--- src/rtl/serial_pkg.sv ---
// -----------------------------------------------------------------------------
// serial_pkg
// Shared types and helpers for the asynchronous serial link blocks.
//   t_rx_state : receiver FSM state encoding (3 bits; unused codes recover to
//                RX_READY inside the receiver).
//   calc_div   : main-clock cycles per oversample tick, floored, minimum 1.
// -----------------------------------------------------------------------------
package serial_pkg;

  typedef enum logic [2:0] {
    RX_READY   = 3'd0,
    RX_START   = 3'd1,
    RX_DATA    = 3'd2,
    RX_PARITY  = 3'd3,
    RX_STOP    = 3'd4
  } t_rx_state;

  // Integer divide of the main clock by the oversampled baud rate. A result
  // of 0 (baud faster than the clock allows) is clamped to one tick per cycle.
  function automatic int calc_div(input int main_clk_hz,
                                  input int serial_clk_hz,
                                  input int oversample);
    int div;
    div = main_clk_hz / (serial_clk_hz * oversample);
    return (div < 1) ? 1 : div;
  endfunction

endpackage

--- src/rtl/serial_oversample_tick.sv ---
// -----------------------------------------------------------------------------
// serial_oversample_tick
// Free-running divider that emits a one-cycle tick every DIV clock cycles.
// A synchronous clear restarts the count so the next tick lands DIV cycles
// (DIV=1: one cycle) after the clear, aligning ticks to an external event.
// Ports:
//   in_clk    : clock
//   in_rst    : asynchronous active-low reset
//   in_clear  : synchronous restart of the divider (suppresses the tick)
//   out_tick  : one-cycle pulse every DIV cycles
// -----------------------------------------------------------------------------
module serial_oversample_tick #(
  parameter int DIV = 1
) (
  input  logic in_clk,
  input  logic in_rst,
  input  logic in_clear,
  output logic out_tick
);

  localparam int CW = (DIV > 1) ? $clog2(DIV) : 1;
  localparam logic [CW-1:0] CNT_LAST = CW'(DIV - 1);

  logic [CW-1:0] cnt_q, cnt_d;

  always_comb begin
    cnt_d    = cnt_q;
    out_tick = 1'b0;
    if (in_clear) begin
      cnt_d = '0;
    end else if (cnt_q == CNT_LAST) begin
      cnt_d    = '0;
      out_tick = 1'b1;
    end else begin
      cnt_d = cnt_q + CW'(1);
    end
  end

  always_ff @(posedge in_clk or negedge in_rst) begin
    if (!in_rst) begin
      cnt_q <= '0;
    end else begin
      cnt_q <= cnt_d;
    end
  end

endmodule

--- src/rtl/serial_async_rx.sv ---
// -----------------------------------------------------------------------------
// serial_async_rx
// UART-style receiver running entirely in the main clock domain. The line is
// double-flopped, a start edge phase-aligns an oversample tick counter, and
// each bit is sampled once at its middle tick. Each received word is
// presented with a one-cycle valid strobe plus parity/frame error flags.
// Ports:
//   in_clk          : main clock
//   in_rst          : asynchronous active-low reset
//   in_enable       : receive enable, only consulted while idle
//   in_serial       : asynchronous serial line
//   out_ready       : 1 while no frame is in progress
//   out_word_valid  : one-cycle strobe, out_parallel holds a new word
//   out_parity_err  : parity mismatch on the strobed word (held until next)
//   out_frame_err   : a stop bit was wrong on the strobed word (held)
//   out_parallel    : last received word
// -----------------------------------------------------------------------------
module serial_async_rx
  import serial_pkg::*;
#(
  parameter int   MAIN_CLK_HZ     = 50_000_000,
  parameter int   SERIAL_CLK_HZ   = 9_600,
  parameter int   OVERSAMPLE      = 16,
  parameter logic SERIAL_INACTIVE = 1'b1,
  parameter logic SERIAL_START    = 1'b0,
  parameter logic SERIAL_STOP     = 1'b1,
  parameter int   BITS            = 8,
  parameter int   START_BITS      = 1,
  parameter int   PARITY_BITS     = 0,
  parameter int   STOP_BITS       = 1,
  parameter logic LOWBIT_FIRST    = 1'b1,
  parameter logic EVEN_PARITY     = 1'b1
) (
  input  logic            in_clk,
  input  logic            in_rst,
  input  logic            in_enable,
  input  logic            in_serial,
  output logic            out_ready,
  output logic            out_word_valid,
  output logic            out_parity_err,
  output logic            out_frame_err,
  output logic [BITS-1:0] out_parallel
);

  localparam int DIV      = calc_div(MAIN_CLK_HZ, SERIAL_CLK_HZ, OVERSAMPLE);
  localparam int TCW      = $clog2(OVERSAMPLE);
  localparam int MAX_DS   = (BITS > START_BITS) ? BITS : START_BITS;
  localparam int MAX_BITS = (MAX_DS > STOP_BITS) ? MAX_DS : STOP_BITS;
  localparam int BCW      = $clog2(MAX_BITS) + 1;

  localparam logic [TCW-1:0] TICK_MID   = TCW'(OVERSAMPLE / 2 - 1);
  localparam logic [TCW-1:0] TICK_LAST  = TCW'(OVERSAMPLE - 1);
  localparam logic [BCW-1:0] START_LAST = BCW'(START_BITS - 1);
  localparam logic [BCW-1:0] DATA_LAST  = BCW'(BITS - 1);
  localparam logic [BCW-1:0] STOP_LAST  = BCW'(STOP_BITS - 1);

  logic            sync1_q, sync1_d;
  logic            sync2_q, sync2_d;
  t_rx_state       state_q, state_d;
  logic [TCW-1:0]  tick_ctr_q, tick_ctr_d;
  logic [BCW-1:0]  bit_ctr_q, bit_ctr_d;
  logic [BITS-1:0] data_q, data_d;
  logic            par_acc_q, par_acc_d;
  logic            par_pend_q, par_pend_d;
  logic            frm_pend_q, frm_pend_d;
  logic            armed_q, armed_d;
  logic            valid_q, valid_d;
  logic [BITS-1:0] parallel_q, parallel_d;
  logic            par_err_q, par_err_d;
  logic            frm_err_q, frm_err_d;

  logic            tick;
  logic            tick_clear;
  logic            mid_tick;
  logic            end_tick;
  logic            par_expected;
  logic [BCW-1:0]  data_pos;

  serial_oversample_tick #(
    .DIV(DIV)
  ) u_tick (
    .in_clk   (in_clk),
    .in_rst   (in_rst),
    .in_clear (tick_clear),
    .out_tick (tick)
  );

  always_comb begin
    sync1_d      = in_serial;
    sync2_d      = sync1_q;
    state_d      = state_q;
    tick_ctr_d   = tick_ctr_q;
    bit_ctr_d    = bit_ctr_q;
    data_d       = data_q;
    par_acc_d    = par_acc_q;
    par_pend_d   = par_pend_q;
    frm_pend_d   = frm_pend_q;
    armed_d      = armed_q;
    valid_d      = 1'b0;
    parallel_d   = parallel_q;
    par_err_d    = par_err_q;
    frm_err_d    = frm_err_q;
    tick_clear   = 1'b0;

    mid_tick     = tick && (tick_ctr_q == TICK_MID);
    end_tick     = tick && (tick_ctr_q == TICK_LAST);
    // par_acc tracks odd/even count of data ones; the parity bit completes it.
    par_expected = EVEN_PARITY ? par_acc_q : ~par_acc_q;
    data_pos     = LOWBIT_FIRST ? bit_ctr_q : (DATA_LAST - bit_ctr_q);

    if (tick) begin
      tick_ctr_d = end_tick ? '0 : tick_ctr_q + TCW'(1);
    end

    case (state_q)
      RX_READY: begin
        tick_ctr_d = '0;
        bit_ctr_d  = '0;
        // A start is only accepted after the line has been idle at least once
        // while waiting, so a line stuck low after a bad stop bit is ignored.
        if (sync2_q == SERIAL_INACTIVE) begin
          armed_d = 1'b1;
        end
        if (in_enable && armed_q && (sync2_q == SERIAL_START)) begin
          state_d    = RX_START;
          tick_clear = 1'b1;
          armed_d    = 1'b0;
          par_acc_d  = 1'b0;
          par_pend_d = 1'b0;
          frm_pend_d = 1'b0;
        end
      end

      RX_START: begin
        if (mid_tick && (sync2_q != SERIAL_START)) begin
          // Too short to be a start bit: drop silently.
          state_d = RX_READY;
        end else if (end_tick) begin
          if (bit_ctr_q == START_LAST) begin
            bit_ctr_d = '0;
            state_d   = RX_DATA;
          end else begin
            bit_ctr_d = bit_ctr_q + BCW'(1);
          end
        end
      end

      RX_DATA: begin
        if (mid_tick) begin
          for (int i = 0; i < BITS; i++) begin
            if (data_pos == BCW'(i)) begin
              data_d[i] = sync2_q;
            end
          end
          if (sync2_q) begin
            par_acc_d = ~par_acc_q;
          end
        end
        if (end_tick) begin
          if (bit_ctr_q == DATA_LAST) begin
            bit_ctr_d = '0;
            state_d   = (PARITY_BITS != 0) ? RX_PARITY : RX_STOP;
          end else begin
            bit_ctr_d = bit_ctr_q + BCW'(1);
          end
        end
      end

      RX_PARITY: begin
        if (mid_tick && (sync2_q != par_expected)) begin
          par_pend_d = 1'b1;
        end
        if (end_tick) begin
          bit_ctr_d = '0;
          state_d   = RX_STOP;
        end
      end

      RX_STOP: begin
        if (mid_tick) begin
          if (bit_ctr_q == STOP_LAST) begin
            // Deliver at the middle of the last stop bit and go idle right
            // away so a start bit immediately following is not missed.
            valid_d    = 1'b1;
            parallel_d = data_q;
            par_err_d  = par_pend_q;
            frm_err_d  = frm_pend_q | (sync2_q != SERIAL_STOP);
            state_d    = RX_READY;
          end else if (sync2_q != SERIAL_STOP) begin
            frm_pend_d = 1'b1;
          end
        end
        if (end_tick) begin
          bit_ctr_d = bit_ctr_q + BCW'(1);
        end
      end

      default: begin
        state_d = RX_READY;
      end
    endcase
  end

  always_ff @(posedge in_clk or negedge in_rst) begin
    if (!in_rst) begin
      sync1_q    <= SERIAL_INACTIVE;
      sync2_q    <= SERIAL_INACTIVE;
      state_q    <= RX_READY;
      tick_ctr_q <= '0;
      bit_ctr_q  <= '0;
      data_q     <= '0;
      par_acc_q  <= 1'b0;
      par_pend_q <= 1'b0;
      frm_pend_q <= 1'b0;
      armed_q    <= 1'b0;
      valid_q    <= 1'b0;
      parallel_q <= '0;
      par_err_q  <= 1'b0;
      frm_err_q  <= 1'b0;
    end else begin
      sync1_q    <= sync1_d;
      sync2_q    <= sync2_d;
      state_q    <= state_d;
      tick_ctr_q <= tick_ctr_d;
      bit_ctr_q  <= bit_ctr_d;
      data_q     <= data_d;
      par_acc_q  <= par_acc_d;
      par_pend_q <= par_pend_d;
      frm_pend_q <= frm_pend_d;
      armed_q    <= armed_d;
      valid_q    <= valid_d;
      parallel_q <= parallel_d;
      par_err_q  <= par_err_d;
      frm_err_q  <= frm_err_d;
    end
  end

  assign out_ready      = (state_q == RX_READY);
  assign out_word_valid = valid_q;
  assign out_parity_err = par_err_q;
  assign out_frame_err  = frm_err_q;
  assign out_parallel   = parallel_q;

endmodule

--- config.mk ---
export PLATFORM = sky130hd
export DESIGN_NAME = serial_async_rx
export DESIGN_NICKNAME = d
export VERILOG_FILES = /design/src/rtl/serial_pkg.sv /design/src/rtl/serial_oversample_tick.sv /design/src/rtl/serial_async_rx.sv
export SDC_FILE = /design/constraint.sdc
export NUM_CORES = 1
export LEC_CHECK = 0
export ABC_AREA = 1
export ABC_CLOCK_PERIOD_IN_PS = 4300
export CAP_MARGIN = 20
export CELL_PAD_IN_SITES_DETAIL_PLACEMENT = 0
export CELL_PAD_IN_SITES_GLOBAL_PLACEMENT = 1
export CORE_MARGIN = 2
export CORE_UTILIZATION = 47
export CTS_CLUSTER_SIZE = 8
export DETAILED_ROUTE_END_ITERATION = 8
export GPL_TIMING_DRIVEN = 1
export PLACE_DENSITY_LB_ADDON = 0.05
export SYNTH_ARGS = -nofsm -noshare
export SYNTH_HDL_FRONTEND = slang
export SYNTH_HIERARCHICAL = 1
export SYNTH_SLANG_ARGS = --single-unit
--- constraint.sdc ---
create_clock -name in_clk -period 4.3 [get_ports in_clk]
set_input_delay 0.645 -clock in_clk [delete_from_list [all_inputs] [get_ports in_clk]]
set_output_delay 0.645 -clock in_clk [all_outputs]
set_load 0.02 [all_outputs]
==> run summary, run 1 <==
The flow ran to the end, and the final reports show no timing, DRC or antenna violations. The number of buffers created by CTS is 5. Synthesis produced a netlist with a net count of 304. The slew at the pin with the worst max-slew slack is 0.390 ns.

The number of endpoints failing setup at the final stage came out at 0. Summed over all cells, the static leakage comes to 1.37 nW. The final-stage net count is 325. The distinct cell type count after synthesis came out at 27. STA classifies the critical path endpoint as a flip-flop. The initial utilization of the core area, before any placement, comes to 49.3%. The maximum level of the CTS H-tree came out at 2. The die covers 5570 µm². The count of unresolved DRC violations after routing came out at 0. The max-slew violation total from the final report came out at 0. The netlist area before placement came out at 2340 µm².

The height of the die is 74.6 µm. Yosys printed 6 warnings. Once the clock tree was built, the resizer swapped 0 gates to a different size. In the post-synthesis netlist, the biggest area contributors are sky130_fd_sc_hd__dfrtp_1, sky130_fd_sc_hd__nand2_1, sky130_fd_sc_hd__inv_1, sky130_fd_sc_hd__nand3_1, sky130_fd_sc_hd__nor2_1.

The worst-case hold slack came out at 0.238 ns. The hold violation total from the final report was 0. The clock net sink count is 45.

The number of antenna violations at the first check in global routing is 0. From synthesis to final layout, the design area changed by 15.8%. The via count normalized by instance count came out at 4.84. The worst slew margin relative to its limit is 73.9%. The average size of a mapped cell came out at 8.00 µm².

After global routing the overflow that remains totals 0. The via count of the first global-routing pass is 1769. The overall via count from detail_route came out at 1850.

The total of flip-flops plus latches after synthesis came out at 45. By startpoint and endpoint, the worst setup path is classified as flip-flop to flip-flop. The number of placement rows is 25. For this design, the CTS-stage hold fixing added 0 buffers.

In the detailed route, the total length drawn on met2 is 1950 µm. The length in cells of the worst reg-to-reg path came out at 15. The required time of the critical path is 4.53 ns. The total power density per cell area came out at 304 nW/µm². The pin count of the biggest net entering global routing is 46. The total length of routed met3 wires came out at 111 µm. The kind of launch point of the worst setup path is a flip-flop. The sequential cell area fraction in the yosys report came out at 48.2%. The uppermost metal layer occupied by signal nets is met4. The clock latency on the worst-skew pair is 0.30 ns. The total power draw is 0.825 mW. The sum of negative setup slack is 0 ns.

Across all register-to-register paths, the minimum setup slack is 1.62 ns. The flip-flop and latch area came out at 1130 µm². 0 antenna diodes ended up in the layout. For this run, the detailed router's first-pass iteration total came to 4. The total I/O pin count is 16.

The first-pass GRT wire length is 7870 µm. Counting I/O delays and the setup requirement, the final critical path takes 2.68 ns. The synthesized instance count is 293.

Global routing used 18.6% of the available tracks across all layers. The share of the cycle needed by the critical path after routing is 62.2%. In the final routed layout, each cell accounts on average for 11.6 µm. The class of the tightest hold or removal check is primary input to async pin.

For this block, the initial DRC count from the detailed router was 99. The clock tree root driver cell is sky130_fd_sc_hd__clkbuf_8. The multi-input combinational cells in the finished layout cover a total of 1040 µm². The total wirelength of the detailed-routed design came out at 4440 µm. The clock-pin transition on the worst setup and hold timing paths is 0.09 ns. The half-perimeter wire length after detailed placement is 3320 µm.

Max-cap violations in this run came to 0. For this run, the top clock speed supported by timing is 374 MHz. sky130_fd_sc_hd__dfrtp_1 takes more of the synthesized area than any other cell. The layout has 460 filler cells. The worst endpoint data arrival time came out at 2.90 ns.

The floorplan die width came out at 74.6 µm. Once the clock tree was built, the setup fixing pass inserted 0 buffers. Of all nets on the critical path, the largest fanout is 8.

The maximum number of buffers from clock root to sink is 2. The count of input and output buffers is 15. The detailed router put a total of 2320 µm of wire on met1. Setup repair after global routing left no endpoint under its margin.

IR analysis of the VDD net gives a maximum drop of 163 µV. The final weighted congestion in routability-driven placement is 0.800. The share of final-layout standard cells stronger than drive strength 1 is 10.5%. The core region is 4750 µm². The clock skew after layout came out at 0.00265 ns. The proportion of netlist area held by the largest area contributor came out at 45.9%. The number of antenna-violating nets in the routed design is 0. The clock tree from TritonCTS is yes.
[stage by stage]
stage               instances  instance area, µm²  util [%]  setup slack, ns
floorplan                 293                2340         -             1.95
global placement          373                2560      53.8             1.60
detailed placement        373                2560      53.8             1.52
CTS                       381                2690      56.7             1.62
global route              382                2710      57.1             1.30
finish                    382                2710      57.1             1.62
[layer usage]
| metal | vias up | global-route usage (%) |
|---|---|---|
| li1 | 965 | - |
| met1 | 854 | 25.5 |
| met2 | 25 | 29.5 |
| met3 | 6 | 4.02 |
| met4 | 0 | 5.95 |
| met5 | - | 0 |
[state kept, by name, indices dropped and copies added (netlist names)]
register / count
u_tick/cnt_q: 9
data_q: 8
out_parallel: 8
bit_ctr_q: 4
tick_ctr_q: 4
state_q: 3
armed_q: 1
frm_pend_q: 1
out_frame_err: 1
out_parity_err: 1
out_word_valid: 1
par_acc_q: 1
par_pend_q: 1
sync1_q: 1
sync2_q: 1
[cells by family (layout without fill, tap and decap cells)]
logic type / after synthesis / after routing / share of synthesized area (%)
AND/OR/NAND/NOR: 153 / 153 / 29.4
flip-flops: 45 / 45 / 48.2
buffers and inverters: 45 / 67 / 7.58
AO/OA/AOI/OAI: 37 / 37 / 8.92
adder cells (fa/ha/maj): 7 / 7 / 3.74
XOR/XNOR: 6 / 6 / 2.24
[final cells by class]
| type | count | share of cell area [%] |
|---|---|---|
| multi-input combinational | 203 | 38.2 |
| clock inverter | 3 | 2.54 |
| sequential | 45 | 41.6 |
| timing repair buffer | 16 | 6.09 |
| tap | 67 | 3.09 |
| clock buffer | 5 | 2.54 |
| inverter | 43 | 5.95 |
[power breakdown]
| group | total, mW | internal [mW] | switching [mW] |
|---|---|---|---|
| logic | 0.0135 | 0.00402 | 0.00950 |
| clock network | 0.385 | 0.234 | 0.151 |
| registers | 0.426 | 0.425 | 0.00149 |
[cell usage in the layout, fill, tap and decap left out, drive strengths merged, types with 5 or more instances in the layout]
cell type and instances:
nor2 37, a21oi 11, nand2 78, o21ai 21
nand3 30, clkbuf 5, ha 7, inv 44
nor3 5, clkdlybuf4s50 14, dfrtp 43
[synth_stat cells (all sizes together)]
cell and n:
a21oi 11, a31oi 2, buf 2, dfrtp 43
dfstp 2, ha 7, inv 43, nand2 78
nand3 30, nand4 2, nor2 37, nor3 5
nor3b 1, o21a 2, o21ai 21, o22ai 1
xnor2 2, xor2 4
[critical path: stages, from the launching register on]
cell and delay (ns):
sky130_fd_sc_hd__dfrtp_1 0.43, sky130_fd_sc_hd__inv_1 0.13, sky130_fd_sc_hd__nand2_1 0.13, sky130_fd_sc_hd__nor2_2 0.27, sky130_fd_sc_hd__inv_1 0.20, sky130_fd_sc_hd__nor2_1 0.35
sky130_fd_sc_hd__nor2_1 0.19, sky130_fd_sc_hd__nand2_2 0.14, sky130_fd_sc_hd__inv_1 0.07, sky130_fd_sc_hd__nand2_1 0.14, sky130_fd_sc_hd__inv_1 0.10, sky130_fd_sc_hd__nand2_1 0.11
sky130_fd_sc_hd__inv_1 0.09, sky130_fd_sc_hd__nand3_1 0.10, sky130_fd_sc_hd__nor2_1 0.05, sky130_fd_sc_hd__a21oi_1 0.11
[path summary, 6_finish.rpt]
check | start | endpoint
setup / recovery | state_q[0] | data_q[6]
hold / removal | in_rst | u_tick/cnt_q[2]
setup reg to reg | state_q[0] | data_q[6]
hold reg to reg | sync1_q | sync2_q
max in group asynchronous | in_rst | sync1_q
min in group in_clk | sync1_q | sync2_q
Power figures use the tool's default switching activity.
==> run 2, diff against run 1 <==
ABC_CLOCK_PERIOD_IN_PS = 2530   (was 4300)
CORE_UTILIZATION = 44   (was 47)
clock period = 2.53 ns   (was 4.3 ns; I/O delays follow)
==> run 2 against run 1 <==
  * Sequential power increased by 69%
  * Critical path depth decreased by 10
  * Critical endpoint is now out_ready
  * Non-clock buffer count increased by 6
==> run summary, run 2 (same netlist as run 1, synthesis figures left out) <==
The half-perimeter wire length after detailed placement came out at 3540 µm. Wires add up to 4680 µm. The maximum level of the CTS H-tree is 2. The number of antenna diodes in the final layout is 0. The via count of the first global-routing pass came out at 1793. The placed instance count is 383. The number of endpoints failing setup at the final stage came out at 0.

Compared with the post-synthesis result, the final layout area differs by 17.4%. The worst endpoint data arrival time came out at 1.84 ns. The number of buffers created by CTS came out at 5. After the flow finishes, the layout carries non-filler instances totaling 391. The hold violation total from the final report is 0.

The required time of the critical path came out at 2.15 ns. The maximum number of buffers from clock root to sink is 2. The design draws 1.40 mW. The endpoint kind of the worst setup timing path is a primary output. Leaving out fill and tap cells, the most frequent cell in the layout is sky130_fd_sc_hd__nand2_1.

The final-stage net count came out at 331. Final hold analysis gives a worst-case slack of 0.0102 ns. The number of detailed-route iterations in the first pass is 4. The post-layout instance area came out at 2750 µm².

In the routed design, unresolved DRC markers number 0. The floorplan step defined a die boundary enclosing 5930 µm². The number of antenna violations at the first check in global routing is 0.

The post-detailed-placement cell area came out at 2610 µm². The count of nets left with antenna violations once routing finished came out at 0. In this run the worst path has a maximum fanout of 5.

The flip-flop and latch area is 1130 µm². From bottom edge to top edge, the die measures 77.0 µm. In the layout the commonest cells are sky130_fd_sc_hd__nand2_1, sky130_fd_sc_hd__dfrtp_1, sky130_fd_sc_hd__inv_1.

The area taken by multi-input logic gates came out at 1040 µm². The total I/O pin count came out at 16. The number of buffers inserted by hold repair at cts is 0. Global routing used 17.8% of the available tracks. The length in cells of the worst reg-to-reg path is 12. In this run the horizontal extent of the chip is 77.0 µm. TritonCTS built the clock tree. The post-layout utilization of the core is 53.5%. The pin count of the biggest net entering global routing came out at 30.

The tree is rooted in a sky130_fd_sc_hd__clkbuf_8. The endpoint identified for the worst register-to-register timing path is bit_ctr_q[0]. The maximum clock frequency came out at 450 MHz. The worst setup path is of the flip-flop to primary output kind. The worst slew margin relative to its limit came out at 71.5%.

The worst path needs 2.22 ns of the cycle, external delays included. The total of max-cap violations came out at 0. The final weighted congestion in routability-driven placement is 0.825. The fill cell instance count of the final layout is 519.

The starting utilization of the core area came out at 45.6%. Clock latency on the worst-skew pair, taken at its later pin, is 0.29 ns. In this run, post-CTS repair resized a total of 0 instances.

Using the TritonRoute via totals, the vias-per-cell ratio works out to 4.71. The worst setup slack for register-to-register paths came out at 0.34 ns. The number of placement rows came out at 26. Setup repair after global routing left no endpoint under its margin.

The floorplan step defined a core boundary enclosing 5140 µm². For this design the ratio of total power to cell area is 509 nW/µm². The kind of launch point of the worst setup path is a flip-flop.

The number of flip-flops in the largest register came out at 9. The max-slew violation total from the final report is 0. The post-CTS setup buffer count came out at 0. The slew at the pin with the worst max-slew slack is 0.428 ns. For this run the aggregate overflow at the end of global routing stands at 0. The total leakage power came out at 1.40 nW.

The run finished with clean final reports. The clock skew after layout is 0.00386 ns. The final critical-path setup slack came out at 0.309 ns.

The largest register by flop count is u_tick/cnt_q. The count of input and output buffers came out at 15. Dividing the detail-routed wire length by the instance count gives 12.0 µm. The maximum vdd ir drop came out at 219 µV. The violation count after the first detailed-routing iteration is 95. The clock-pin transition on the worst setup and hold timing paths came out at 0.09 ns. The first-pass GRT wire length came out at 8470 µm. The sum of negative setup slack is 0 ns. The min-delay analysis places its worst path in the category primary input to async pin. The overall via count from detail_route is 1840. The clock net sink count came out at 45. The worst reg2reg path startpoint is state_q[0].

At the placement stage, the worst setup path has a slack of 0.287 ns. Cells with a size suffix above 1 make up 12.1% of the layout. The share of the cycle needed by the critical path after routing came out at 87.8%.
-- run 2: final cells by class --
type / instances / area share [%]
sequential: 45 / 41.0
multi-input combinational: 203 / 37.7
timing repair buffer: 22 / 7.19
inverter: 43 / 5.87
tap: 70 / 3.18
clock buffer: 5 / 2.50
clock inverter: 3 / 2.50
-- run 2: how the worst max path moves through the flow --
stage,start,end,slack (ns)
floorplan,state_q[0],data_q[7],0.18
global placement,in_enable,bit_ctr_q[0],0.34
detailed placement,in_enable,data_q[5],0.29
CTS,state_q[0],out_ready,0.30
global route,state_q[0],data_q[1],0.06
finish,state_q[0],out_ready,0.31
-- run 2: metal layers --
metal / GRT usage [%] / wire length, µm / vias to the layer above
li1: - / - / 980
met1: 24.0 / 2300 / 828
met2: 28.5 / 2170 / 24
met3: 4.00 / 129 / 8
met4: 6.07 / 81 / 0
met5: 0 / 0 / -
-- run 2: critical path, cell delays in order, from the launching register on --
cell and delay [ns]:
sky130_fd_sc_hd__dfrtp_1 0.42, sky130_fd_sc_hd__inv_1 0.12, sky130_fd_sc_hd__nand2_1 0.13, sky130_fd_sc_hd__nor2_2 0.12
sky130_fd_sc_hd__buf_4 0.15, sky130_fd_sc_hd__clkdlybuf4s50_1 0.60
-- run 2: power by group --
part / leakage (nW) / internal [mW] / switching [mW]
clock: 0.0687 / 0.398 / 0.254
sequential: 0.571 / 0.721 / 0.000800
combinational: 0.757 / 0.00675 / 0.0186
total: 1.40 / 1.13 / 0.274
